==> config.mk <==
export PLATFORM = sky130hd
export DESIGN_NAME = gpio_display_sequencer
export DESIGN_NICKNAME = d
export VERILOG_FILES = /design/src/rtl/gpio_display_sequencer.sv
export SDC_FILE = /design/constraint.sdc
export NUM_CORES = 1
export LEC_CHECK = 0
export ABC_AREA = 1
export BUFFER_PORTS_ARGS = -buffer_cell sky130_fd_sc_hd__clkbuf_2
export CAP_MARGIN = 30
export CORE_ASPECT_RATIO = 0.6
export CORE_MARGIN = 5
export CORE_UTILIZATION = 59
export CTS_CLUSTER_SIZE = 20
export DETAILED_ROUTE_END_ITERATION = 6
export GPL_ROUTABILITY_DRIVEN = 0
export PLACE_DENSITY = 0.87
export SLEW_MARGIN = 25
export SYNTH_ARGS = -nofsm -noshare
export SYNTH_HDL_FRONTEND = slang
export SYNTH_SLANG_ARGS = --single-unit
==> constraint.sdc <==
create_clock -name clk -period 4.01 [get_ports clk]
set_input_delay 0.401 -clock clk [delete_from_list [all_inputs] [get_ports clk]]
set_output_delay 0.401 -clock clk [all_outputs]
set_load 0.01 [all_outputs]
==> src/rtl/gpio_display_sequencer.sv <==
// Converts a 32-bit value to BCD and writes the 14 VGA display registers through a
// GPIO port shared with the CPU; the CPU always wins the port.
module gpio_display_sequencer #(
  parameter logic [31:0] BASE_ADDR  = 32'h0000_0000,
  parameter bit          LZ_BLANK   = 1'b1,
  parameter logic [7:0]  BLANK_CODE = 8'h0A
) (
  input  logic        clk,
  input  logic        rst_n,
  input  logic        cpu_req,
  input  logic        cpu_wr_en,
  input  logic [31:0] cpu_addr,
  input  logic [31:0] cpu_dat_i,
  input  logic        start,
  input  logic [31:0] value,
  input  logic        signed_mode,
  input  logic [3:0]  point,
  output logic        busy,
  output logic        done,
  output logic        gpio_wr_en,
  output logic [31:0] gpio_addr,
  output logic [31:0] gpio_dat
);

  // Command handshake: start is a one-cycle strobe accepted only while busy=0;
  // busy stays high until done has pulsed for exactly one cycle.
  typedef enum logic [1:0] {
    S_IDLE  = 2'd0,
    S_CONV  = 2'd1,
    S_WRITE = 2'd2,
    S_DONE  = 2'd3
  } state_t;

  state_t      r_state;
  logic [3:0]  r_idx;
  logic [4:0]  r_cnt;
  logic [39:0] r_bcd;
  logic [31:0] r_mag;
  logic        r_neg;
  logic [3:0]  r_pt;

  logic [39:0] w_bcd_adj;
  logic [3:0]  w_msd;
  logic [3:0]  w_nib;
  logic [7:0]  w_code;
  logic        w_seq_grant;
  logic        w_neg_in;

  always_comb begin
    w_bcd_adj = '0;
    for (int i = 0; i < 10; i++) begin
      if (r_bcd[4*i +: 4] >= 4'd5) w_bcd_adj[4*i +: 4] = r_bcd[4*i +: 4] + 4'd3;
      else                         w_bcd_adj[4*i +: 4] = r_bcd[4*i +: 4];
    end
  end

  // Highest nonzero digit; an all-zero value keeps msd at 0 so digit 0 always shows.
  always_comb begin
    w_msd = '0;
    for (int i = 1; i < 10; i++) begin
      if (r_bcd[4*i +: 4] != 4'd0) w_msd = 4'(i);
    end
  end

  always_comb begin
    w_nib = '0;
    for (int i = 0; i < 10; i++) begin
      if (r_idx == 4'(i)) w_nib = r_bcd[4*i +: 4];
    end
  end

  always_comb begin
    w_code = 8'h00;
    if (r_idx <= 4'd11) begin
      if (LZ_BLANK && (r_idx > w_msd) && (r_idx > r_pt)) w_code = BLANK_CODE;
      else                                                w_code = {4'b0, w_nib};
    end else if (r_idx == 4'd12) begin
      w_code = {4'b0, r_pt};
    end else begin
      w_code = {7'b0, r_neg};
    end
  end

  assign w_seq_grant = (r_state == S_WRITE) && !cpu_req;
  assign w_neg_in    = signed_mode & value[31];

  always_comb begin
    if (w_seq_grant) begin
      gpio_wr_en = 1'b1;
      gpio_addr  = BASE_ADDR + {28'b0, r_idx};
      gpio_dat   = {24'b0, w_code};
    end else begin
      gpio_wr_en = cpu_wr_en;
      gpio_addr  = cpu_addr;
      gpio_dat   = cpu_dat_i;
    end
  end

  assign busy = (r_state != S_IDLE);
  assign done = (r_state == S_DONE);

  always_ff @(posedge clk) begin
    if (!rst_n) begin
      r_state <= S_IDLE;
      r_idx   <= '0;
      r_cnt   <= '0;
      r_bcd   <= '0;
      r_mag   <= '0;
      r_neg   <= 1'b0;
      r_pt    <= '0;
    end else begin
      case (r_state)
        S_IDLE: begin
          if (start) begin
            r_mag   <= w_neg_in ? (~value + 32'd1) : value;
            r_neg   <= w_neg_in;
            r_pt    <= (point > 4'd11) ? 4'd11 : point;
            r_bcd   <= '0;
            r_cnt   <= '0;
            r_state <= S_CONV;
          end
        end
        S_CONV: begin
          // One double-dabble step: correct the digits, then shift in the next magnitude bit.
          {r_bcd, r_mag} <= {w_bcd_adj, r_mag} << 1;
          r_cnt          <= r_cnt + 5'd1;
          if (r_cnt == 5'd31) begin
            r_idx   <= '0;
            r_state <= S_WRITE;
          end
        end
        S_WRITE: begin
          if (!cpu_req) begin
            if (r_idx == 4'd13) begin
              r_idx   <= '0;
              r_state <= S_DONE;
            end else begin
              r_idx <= r_idx + 4'd1;
            end
          end
        end
        S_DONE: begin
          r_state <= S_IDLE;
        end
        default: r_state <= S_IDLE;
      endcase
    end
  end

endmodule

==> flow_summary.yaml, run 1 <==
final_layout:
  nFillCells: 1014
  area_growth_pct: 18.2
  mostFrequentLayoutCell: "nand2_1"
  layout_common_cells: "228 x nand2_1, 185 x nor2_1, 172 x clkbuf_2"
  num_antenna_cells: 0
  nNetsFinal: 1427
  drive_above_1_share_pct: 19.7
drt:
  number_of_nets_with_antenna_violations_after_detailed_routing: 0
  wl_per_cell_um: 15.0
  route.final.wire_length_um: 21700
  vias_post_dr: 7875
  vias_per_cell: 5.43
  drtPass1Iterations: 6
  number_of_remaining_drc_errors: 0
  drt_first_iter_violations: 827
power:
  vdd_ir_drop_max_uv: 288
  power.share.switching_pct: 42.3
  power_report.internal_total_mw: 2.07
  p_leak_nw: 4.03
  combinationalPowerShare_pct: 44.3
  p_clk_share_pct: 25.5
  net-switching-power_mw: 1.52
  power.density_nw_per_um2: 444
  seqPwrFrac_pct: 30.2
global_routing:
  global_route.usage.total_pct: 30.3
  wire_length_of_the_first_global_routing_pass_um: 34200
  grt_antenna_before_repair: 0
  grt_pass1_vias: 6743
  maximum_number_of_pins_on_one_net_before_global_route_repair: 64
  globalRoute.totalOverflow: 0
clocking:
  cts_tree: "yes"
  cts_clk_pin_slew_worst_paths_ns: 0.06
  clockRootBuffer: "clkbuf_16"
  ctsLongestPathBuffers: 2
  cells_resized_by_post_cts_repair: 0
  cts_setup_buffers: 0
  holdBufCountCts: 0
  cts_made_buffers: 9
  h-tree-depth: 3
  clock_insertion_delay_worst_skew_ns: 0.34
  clock_sink_count: 88
synth:
  postSynth.topFlopCell: "dfxtp_1"
  ys.warnings.count: 0
  postSynthCellCount: 1137
  proportion_of_netlist_area_held_by_the_largest_area_contributor_pct: 25.8
  synth_area_leader_cell: "dfxtp_1"
  postSynthRegisterBits: 88
  synth_area_leaders: "dfxtp_1 26%, nand2_1 13%, nor2_1 10%"
  synthDistinctLibCells: 40
  synth-edff-count: 0
  synth-seq-area-share_pct: 25.8
  async_flop_share_pct: 0
  syn-cell-area_um2: 6840
  net_count_after_synthesis: 1279
  mean_instance_size_in_the_synthesized_netlist_um2: 6.01
floorplan:
  core_footprint_um2: 11300
  initial_core_utilization_pct: 60.3
  die_width_um: 149
  height_of_the_chip_um: 93.4
  die_area_um2: 13900
  top_level_pins: 173
  floorplan.rows: 30
setup_path:
  timing.critical_path.fanout_max: 6
  cpMaxStageDelayCell: "dfxtp_1"
  ff2ff_path_depth: 11
  setup.worst_path.start_class: "flip-flop"
  worst-r2r-setup-slack_ns: 1.49
  cp_slowest_stage_delay_ns: 0.36
  end_kind: "output port"
  criticalPathCategory: "flip-flop to output port"
  crit_arrival_ns: 3.07
  r2r-start: "r_state[1]"
  r2r_end: "r_mag[30]"
  worstPathRequired_ns: 3.61
  crit_chain: "inv_1 > ha_1 > inv_1 > or2_2 > nor2_1 > a21oi_1 > o21ai_1 > a21oi_1 > or2_1 > ha_1 > nand2_1 > nor2_1 > a21oi_1 > nand3_1 > nand2_1 > inv_1 > nand3_1 > nand2_1 > a21oi_2 > clkbuf_2"
sta:
  totalNegativeSetupSlack_ns: 0
  transition_at_the_pin_with_the_smallest_max_transition_slack_ns: 0.908
  setup_viol_count_final: 0
  maximum_frequency_from_static_timing_analysis_mhz: 288
  timing_max_transition_violations_final: 0
  finClkSkew_ns: 0.00590
  holdWs_ns: 0.309
  fin_crit_sh_pct: 86.6
  grt_setup_unrepaired: "no"
  timing.max_slew.rel_slack_pct: 39.4
  final-hold-violation-count: 0
  min_period_ns: 3.47
min_path:
  min_delay_endpoint: "r_pt[2]"
  hold_path.startpoint: "point[2]"
  hold_class: "input port to flip-flop"
  hold_path_depth: 3
place:
  detailed_place_hpwl_um: 17000
  portBuffers: 172
run:
  max_cap_violations: 0
run_status:
  result_of_the_run: "complete, no violations"
cells by family (layout without fill, tap and decap cells):
family,Yosys count,after routing,synth area share [%]
AOI/OAI and AO/OA,244,244,19.1
xor gates and xnor gates,12,12,1.54
DFF,88,88,25.8
and+or+nand+nor,543,543,34.5
adders and majority gates,36,36,6.59
buffers and inverters,214,367,12.5
layer usage:
metal  GRT usage, %  part of all wire, %  vias up
met5              0                    0        -
li1               -                    -     3929
met1           41.3                   43     3524
met4           12.0                  3.5        0
met2           44.4                   42      374
met3           9.54                   11       48
layout make-up:
cell class | count | area (um2) | share of cell area [%]
clock inverter | 4 | 76.3 | 0.944
tap | 160 | 200 | 2.48
timing repair buffer | 179 | 913 | 11.3
sequential | 88 | 1760 | 21.8
clock buffer | 12 | 246 | 3.05
multi-input combinational | 835 | 4230 | 52.3
inverter | 172 | 653 | 8.08
power groups by stage:
stage / registers [mW] / clock network [mW] / logic (mW)
floorplan: 1.08 / 0 / 1.14
global placement: 1.10 / 0 / 1.55
detailed placement: 1.10 / 0 / 1.56
CTS: 1.08 / 0.916 / 1.57
global route: 1.10 / 0.954 / 1.76
finish: 1.08 / 0.914 / 1.59
worst max-delay path by stage:
| stage | endpoint | slack [ns] | depth (start not counted) | start |
|---|---|---|---|---|
| 4_1_cts | gpio_dat[3] | 0.56 | 20 | r_bcd[12] |
| 3_5_place_dp | gpio_dat[3] | 0.94 | 20 | r_bcd[12] |
| 2_1_floorplan | gpio_dat[1] | 1.26 | 19 | r_bcd[12] |
| 3_3_place_gp | gpio_dat[1] | 1.04 | 20 | r_bcd[12] |
| 6_report | gpio_dat[3] | 0.54 | 20 | r_bcd[12] |
| 5_1_grt | gpio_dat[3] | 0.19 | 20 | r_bcd[12] |
cell usage after synthesis, types with 5 or more instances:
library cell	n
inv_1	159
xor2_1	12
o21ai_1	14
o21ai_0	68
a21oi_1	132
nor2_4	5
nand2_1	228
buf_2	19
nand4_1	13
nor3_1	16
or2_2	11
nand3_1	56
dfxtp_1	88
ha_1	36
nor2_1	186
o211ai_1	16
a21oi_2	5
nand2_2	9
nor2_2	8
clkbuf_1	18
inv_2	11
stage by stage:
stage	instance area [um2]	worst slack (ns)	total power [mW]	utilization (%)	instances
6_report	8080	0.538	3.59	71.3	1450
5_1_grt	8080	0.191	3.81	71.3	1450
4_1_cts	8080	0.563	3.57	71.3	1450
3_5_place_dp	7760	0.937	2.66	68.4	1434
3_3_place_gp	7760	1.04	2.64	68.4	1434
2_1_floorplan	6840	1.26	2.22	-	1137
worst max-delay path, delay by kind of cell (launching register included):
family	cells	cell delay [ns]
compound gates	5	0.52
buf+inv	4	0.32
flops	1	0.36
fa+ha+maj	2	0.43
simple gates	9	1.09
state kept, by name, indices dropped and copies added (netlist names):
register / flops
r_mag: 32
r_bcd: 40
r_cnt: 5
r_idx: 4
r_pt: 4
r_state: 2
r_neg: 1
Note: power is estimated with default switching activity, not from simulation.
==> run 2, diff against run 1 <==
Settings changed: ABC_AREA 1 to not set, CORE_UTILIZATION 59 to 58.
==> run 2 against run 1 <==
Against the previous run:
- worst hold slack better by 0.029 ns
- first-iteration DRC count is 13% lower
- fmax is 0.49% lower
- clock-buffer cell count is 1 lower
- power is 9.6% lower
- flip-flop and latch count stayed put
==> flow_summary.yaml, run 2 <==
global_routing:
  globalRoute.totalOverflow: 0
  grt_pass1_vias: 6206
  maximum_number_of_pins_on_one_net_before_global_route_repair: 72
  global_route.usage.total_pct: 29.2
  grt_antenna_before_repair: 0
  wire_length_of_the_first_global_routing_pass_um: 32400
min_path:
  min_delay_endpoint: "r_pt[1]"
  hold_path_depth: 3
  hold_path.startpoint: "point[1]"
  hold_class: "input port to flip-flop"
clocking:
  cts_setup_buffers: 0
  clockRootBuffer: "clkbuf_16"
  cts_tree: "yes"
  cts_made_buffers: 9
  ctsLongestPathBuffers: 2
  clock_sink_count: 88
  cts_clk_pin_slew_worst_paths_ns: 0.06
  cells_resized_by_post_cts_repair: 0
  clock_insertion_delay_worst_skew_ns: 0.35
  holdBufCountCts: 0
  h-tree-depth: 3
sta:
  timing_max_transition_violations_final: 0
  final-hold-violation-count: 0
  transition_at_the_pin_with_the_smallest_max_transition_slack_ns: 0.965
  finClkSkew_ns: 0.00863
  min_period_ns: 3.49
  grt_setup_unrepaired: "no"
  fin_crit_sh_pct: 87.0
  timing.max_slew.rel_slack_pct: 35.6
  setup_viol_count_final: 0
  maximum_frequency_from_static_timing_analysis_mhz: 287
  totalNegativeSetupSlack_ns: 0
drt:
  wl_per_cell_um: 17.8
  number_of_remaining_drc_errors: 0
  drtPass1Iterations: 5
  number_of_nets_with_antenna_violations_after_detailed_routing: 0
  vias_post_dr: 6931
  route.final.wire_length_um: 20100
  drt_first_iter_violations: 723
  vias_per_cell: 6.13
synth:
  syn-cell-area_um2: 6400
  synthDistinctLibCells: 58
  net_count_after_synthesis: 992
  mean_instance_size_in_the_synthesized_netlist_um2: 7.53
  synth-edff-count: 0
  ys.warnings.count: 0
  postSynthRegisterBits: 88
  synth-seq-area-share_pct: 27.5
  synth_area_leader_cell: "dfxtp_1"
  post_synth_most_frequent_cells: "89 x nand2_1, 88 x dfxtp_1, 76 x o21ai_0"
  synthMostInstantiatedCell: "nand2_1"
  async_flop_share_pct: 0
  proportion_of_netlist_area_held_by_the_largest_area_contributor_pct: 27.5
  postSynth.topFlopCell: "dfxtp_1"
  postSynthCellCount: 850
  synth_area_leaders: "dfxtp_1 28%, ha_1 7.0%, and2_1 6.7%"
floorplan:
  top_level_pins: 173
  initial_core_utilization_pct: 60.0
  floorplan.rows: 29
  die_width_um: 146
  die_area_um2: 13300
  core_footprint_um2: 10700
  height_of_the_chip_um: 91.4
final_layout:
  area_growth_pct: 18.9
  nNetsFinal: 1128
  post_layout_nonfiller_instances: 1130
  layout_common_cells: "172 x clkbuf_2, 89 x nand2_1, 88 x dfxtp_1"
  drive_above_1_share_pct: 20.9
  num_antenna_cells: 0
  reg.largest.list: "r_bcd: 40 flops, r_mag: 32 flops, r_cnt: 5 flops"
  mostFrequentLayoutCell: "clkbuf_2"
  nFillCells: 859
  top_reg_by_flops: "r_bcd"
  largest_register_ff_count: 40
setup_path:
  setup.worst_path.start_class: "flip-flop"
  worstPathRequired_ns: 3.61
  timing.critical_path.fanout_max: 5
  criticalPathCategory: "flip-flop to output port"
  ff2ff_path_depth: 7
  r2r-start: "r_state[0]"
  cp_top_family: "compound AO/OA/AOI/OAI gates"
  end_kind: "output port"
  cp_slowest_stage_delay_ns: 0.37
  crit_arrival_ns: 3.09
  timing.critical_path.depth: 13
  worst-r2r-setup-slack_ns: 1.31
  cpMaxStageDelayCell: "nor3b_1"
  r2r_end: "r_bcd[24]"
  crit_chain: "inv_1 > ha_1 > nor3b_1 > nand3_1 > o21ai_0 > ha_1 > nor2b_1 > o211ai_1 > a22oi_1 > nand3_1 > o2111ai_1 > o21ai_0 > clkbuf_2"
  critical_path_buf_inv_count: 2
place:
  detailed_place_hpwl_um: 14600
  portBuffers: 172
  place_inst: 1114
power:
  p_leak_nw: 3.09
  power.density_nw_per_um2: 426
  vdd_ir_drop_max_uv: 278
  p_total_mw: 3.24
run:
  max_cap_violations: 0
run_status:
  result_of_the_run: "complete, no violations"
## run 2: power by group
group / switching, mW / leakage (nW) / internal, mW
Sequential: 0.0821 / 0.715 / 0.998
Clock: 0.356 / 0.145 / 0.499
Combinational: 0.868 / 2.23 / 0.440
Total: 1.31 / 3.09 / 1.94
## run 2: cell families (layout without fill, tap and decap cells)
kind of cell / after synthesis / count (layout) / synth area share (%)
DFF: 88 / 88 / 27.5
muxes: 9 / 9 / 1.82
xor gates and xnor gates: 43 / 43 / 5.89
buffers and inverters: 88 / 229 / 5.36
AOI/OAI and AO/OA: 248 / 248 / 24.2
and+or+nand+nor: 338 / 338 / 28.2
adders and majority gates: 36 / 36 / 7.04
## run 2: worst max path at each step
stage | startpoint | endpoint | slack (ns)
final | r_bcd[24] | gpio_dat[2] | 0.52
after global routing | r_bcd[8] | gpio_dat[2] | 0.30
after CTS | r_bcd[24] | gpio_dat[2] | 0.61
after detailed placement | r_bcd[8] | gpio_dat[2] | 0.98
after global placement | r_bcd[20] | gpio_dat[1] | 1.06
after floorplan | r_bcd[20] | gpio_dat[2] | 1.30
## run 2: routing by layer
| metal | global-route usage [%] | share of wire, % | wire length, um |
|---|---|---|---|
| met5 | 0 | 0 | 0 |
| met4 | 7.76 | 2.3 | 466 |
| met3 | 8.56 | 11 | 2260 |
| met2 | 43.4 | 43 | 8670 |
| met1 | 41.4 | 43 | 8720 |
## run 2: final cells by class
class | count | area [um2] | area share (%)
multi-input combinational | 674 | 4310 | 56.7
clock buffer | 11 | 243 | 3.19
clock inverter | 5 | 56.3 | 0.740
sequential | 88 | 1760 | 23.2
inverter | 33 | 124 | 1.63
tap | 139 | 174 | 2.29
timing repair buffer | 180 | 933 | 12.3
## run 2: through the flow
| stage | setup WS, ns | cell area (um2) | hold WS (ns) | util (%) |
|---|---|---|---|---|
| after floorplan | 1.30 | 6400 | 0.433 | - |
| after global placement | 1.06 | 7300 | 0.453 | 68.4 |
| after detailed placement | 0.979 | 7300 | 0.459 | 68.4 |
| after CTS | 0.612 | 7600 | 0.334 | 71.2 |
| after global routing | 0.301 | 7600 | 0.369 | 71.3 |
| final | 0.521 | 7600 | 0.338 | 71.3 |
## run 2: tightest hold or removal path, stage by stage
cell,delay [ns]
clkbuf_2,0.08
a21oi_1,0.04
a21oi_1,0.13
==> run 3, diff against run 2 <==
Settings changed: CTS_BUF_LIST set to sky130_fd_sc_hd__clkbuf_8 sky130_fd_sc_hd__clkbuf_16.
==> run 3 against run 2 <==
Against the previous run:
- flip-flop and latch count unchanged
- largest cell class unchanged
- first-iteration DRC count is 1.8% lower
- clock-buffer cell count decreased by 1
- worst hold slack worse by 0.0025 ns
- via count is 0.30% lower
==> flow_summary.yaml, run 3 (same netlist as run 2, synthesis figures left out) <==
run_status:
  result_of_the_run: "complete, no violations"
clocking:
  cts_made_buffers: 9
  cts_setup_buffers: 0
  holdBufCountCts: 0
  cts_tree: "yes"
  ctsLongestPathBuffers: 2
  cells_resized_by_post_cts_repair: 0
  clock_insertion_delay_worst_skew_ns: 0.35
  h-tree-depth: 3
  clockRootBuffer: "clkbuf_16"
  cts_clk_pin_slew_worst_paths_ns: 0.06
  clock_sink_count: 88
sta:
  maximum_frequency_from_static_timing_analysis_mhz: 286
  timing_max_transition_violations_final: 0
  min_period_ns: 3.50
  finClkSkew_ns: 0.00722
  timing.max_slew.rel_slack_pct: 34.2
  transition_at_the_pin_with_the_smallest_max_transition_slack_ns: 0.986
  final-hold-violation-count: 0
  setup_viol_count_final: 0
  grt_setup_unrepaired: "no"
  fin_crit_sh_pct: 87.2
  totalNegativeSetupSlack_ns: 0
  holdWs_ns: 0.335
  layout_setup_ws_ns: 0.515
setup_path:
  criticalPathCategory: "flip-flop to output port"
  timing.critical_path.fanout_max: 5
  timing.critical_path.depth: 13
  cp_slowest_stage_delay_ns: 0.37
  crit_chain: "inv_1 > ha_1 > nor3b_1 > nand3_1 > o21ai_0 > ha_1 > nor2b_1 > o211ai_1 > a22oi_1 > nand3_1 > o2111ai_1 > o21ai_0 > clkbuf_2"
  critical_path_buf_inv_count: 2
  cp_top_family: "compound AO/OA/AOI/OAI gates"
  crit_arrival_ns: 3.09
  end_kind: "output port"
  worstPathRequired_ns: 3.61
  setup.worst_path.start_class: "flip-flop"
  ff2ff_path_depth: 7
  cpMaxStageDelayCell: "nor3b_1"
floorplan:
  floorplan.rows: 29
  die_area_um2: 13300
  height_of_the_chip_um: 91.4
  core_footprint_um2: 10700
  die_width_um: 146
  initial_core_utilization_pct: 60.0
  top_level_pins: 173
final_layout:
  mostFrequentLayoutCell: "clkbuf_2"
  nFillCells: 859
  area_growth_pct: 18.9
  largest_register_ff_count: 40
  post_layout_nonfiller_instances: 1130
  num_antenna_cells: 0
  top_reg_by_flops: "r_bcd"
  nNetsFinal: 1128
  reg.largest.list: "r_bcd: 40 flops, r_mag: 32 flops, r_cnt: 5 flops"
  layout_common_cells: "172 x clkbuf_2, 89 x nand2_1, 88 x dfxtp_1"
  drive_above_1_share_pct: 20.9
global_routing:
  globalRoute.totalOverflow: 0
  global_route.usage.total_pct: 29.2
  grt_pass1_vias: 6206
  maximum_number_of_pins_on_one_net_before_global_route_repair: 72
  wire_length_of_the_first_global_routing_pass_um: 32400
  grt_antenna_before_repair: 0
drt:
  vias_per_cell: 6.12
  number_of_remaining_drc_errors: 0
  route.final.wire_length_um: 20100
  drtPass1Iterations: 5
  wl_per_cell_um: 17.8
  number_of_nets_with_antenna_violations_after_detailed_routing: 0
  vias_post_dr: 6910
  drt_first_iter_violations: 710
power:
  vdd_ir_drop_max_uv: 280
  power.density_nw_per_um2: 426
  p_total_mw: 3.24
  p_leak_nw: 3.10
min_path:
  hold_path_depth: 3
  hold_class: "input port to flip-flop"
place:
  place_inst: 1114
  portBuffers: 172
  placement.setup.worst_slack_ns: 0.979
  detailed_place_hpwl_um: 14600
run:
  max_cap_violations: 0
run 3: cell type report:
cell class | instances | area, um2 | area share (%)
inverters | 33 | 124 | 1.63
clock inverters | 6 | 60.1 | 0.790
well taps | 139 | 174 | 2.29
repair buffers | 180 | 933 | 12.3
multi-input cells | 674 | 4310 | 56.7
clock buffers | 10 | 239 | 3.14
flip-flops and latches | 88 | 1760 | 23.2
run 3: metrics by stage:
step                instance area (um2)  util, %
floorplan                          6400        -
global placement                   7300     68.4
detailed placement                 7300     68.4
CTS                                7600     71.2
global route                       7600     71.3
finish                             7600     71.3
run 3: routing by layer:
metal / global-route usage, % / wire (um) / vias to the layer above
met5: 0 / 0 / -
met4: 7.76 / 472 / 0
met3: 8.56 / 2210 / 38
met2: 43.4 / 8700 / 377
met1: 41.4 / 8740 / 3219
li1: - / - / 3276
run 3: path summary, 6_finish.rpt:
| path | start | to | slack [ns] |
|---|---|---|---|
| worst max-delay path | r_bcd[24] | gpio_dat[2] | 0.51 |
| worst min register to register | r_mag[24] | r_mag[24] | 0.47 |
| worst min-delay path | point[1] | r_pt[1] | 0.34 |
| worst max register to register | r_state[0] | r_bcd[24] | 1.31 |
run 3: tightest hold or removal path: stages:
cell and delay, ns:
clkbuf_2 0.08, a21oi_1 0.04, a21oi_1 0.13
run 3: report_power, final:
group          switching, mW  internal (mW)
registers             0.0820          0.998
logic                  0.868          0.439
clock network          0.356          0.496
total                   1.31           1.93
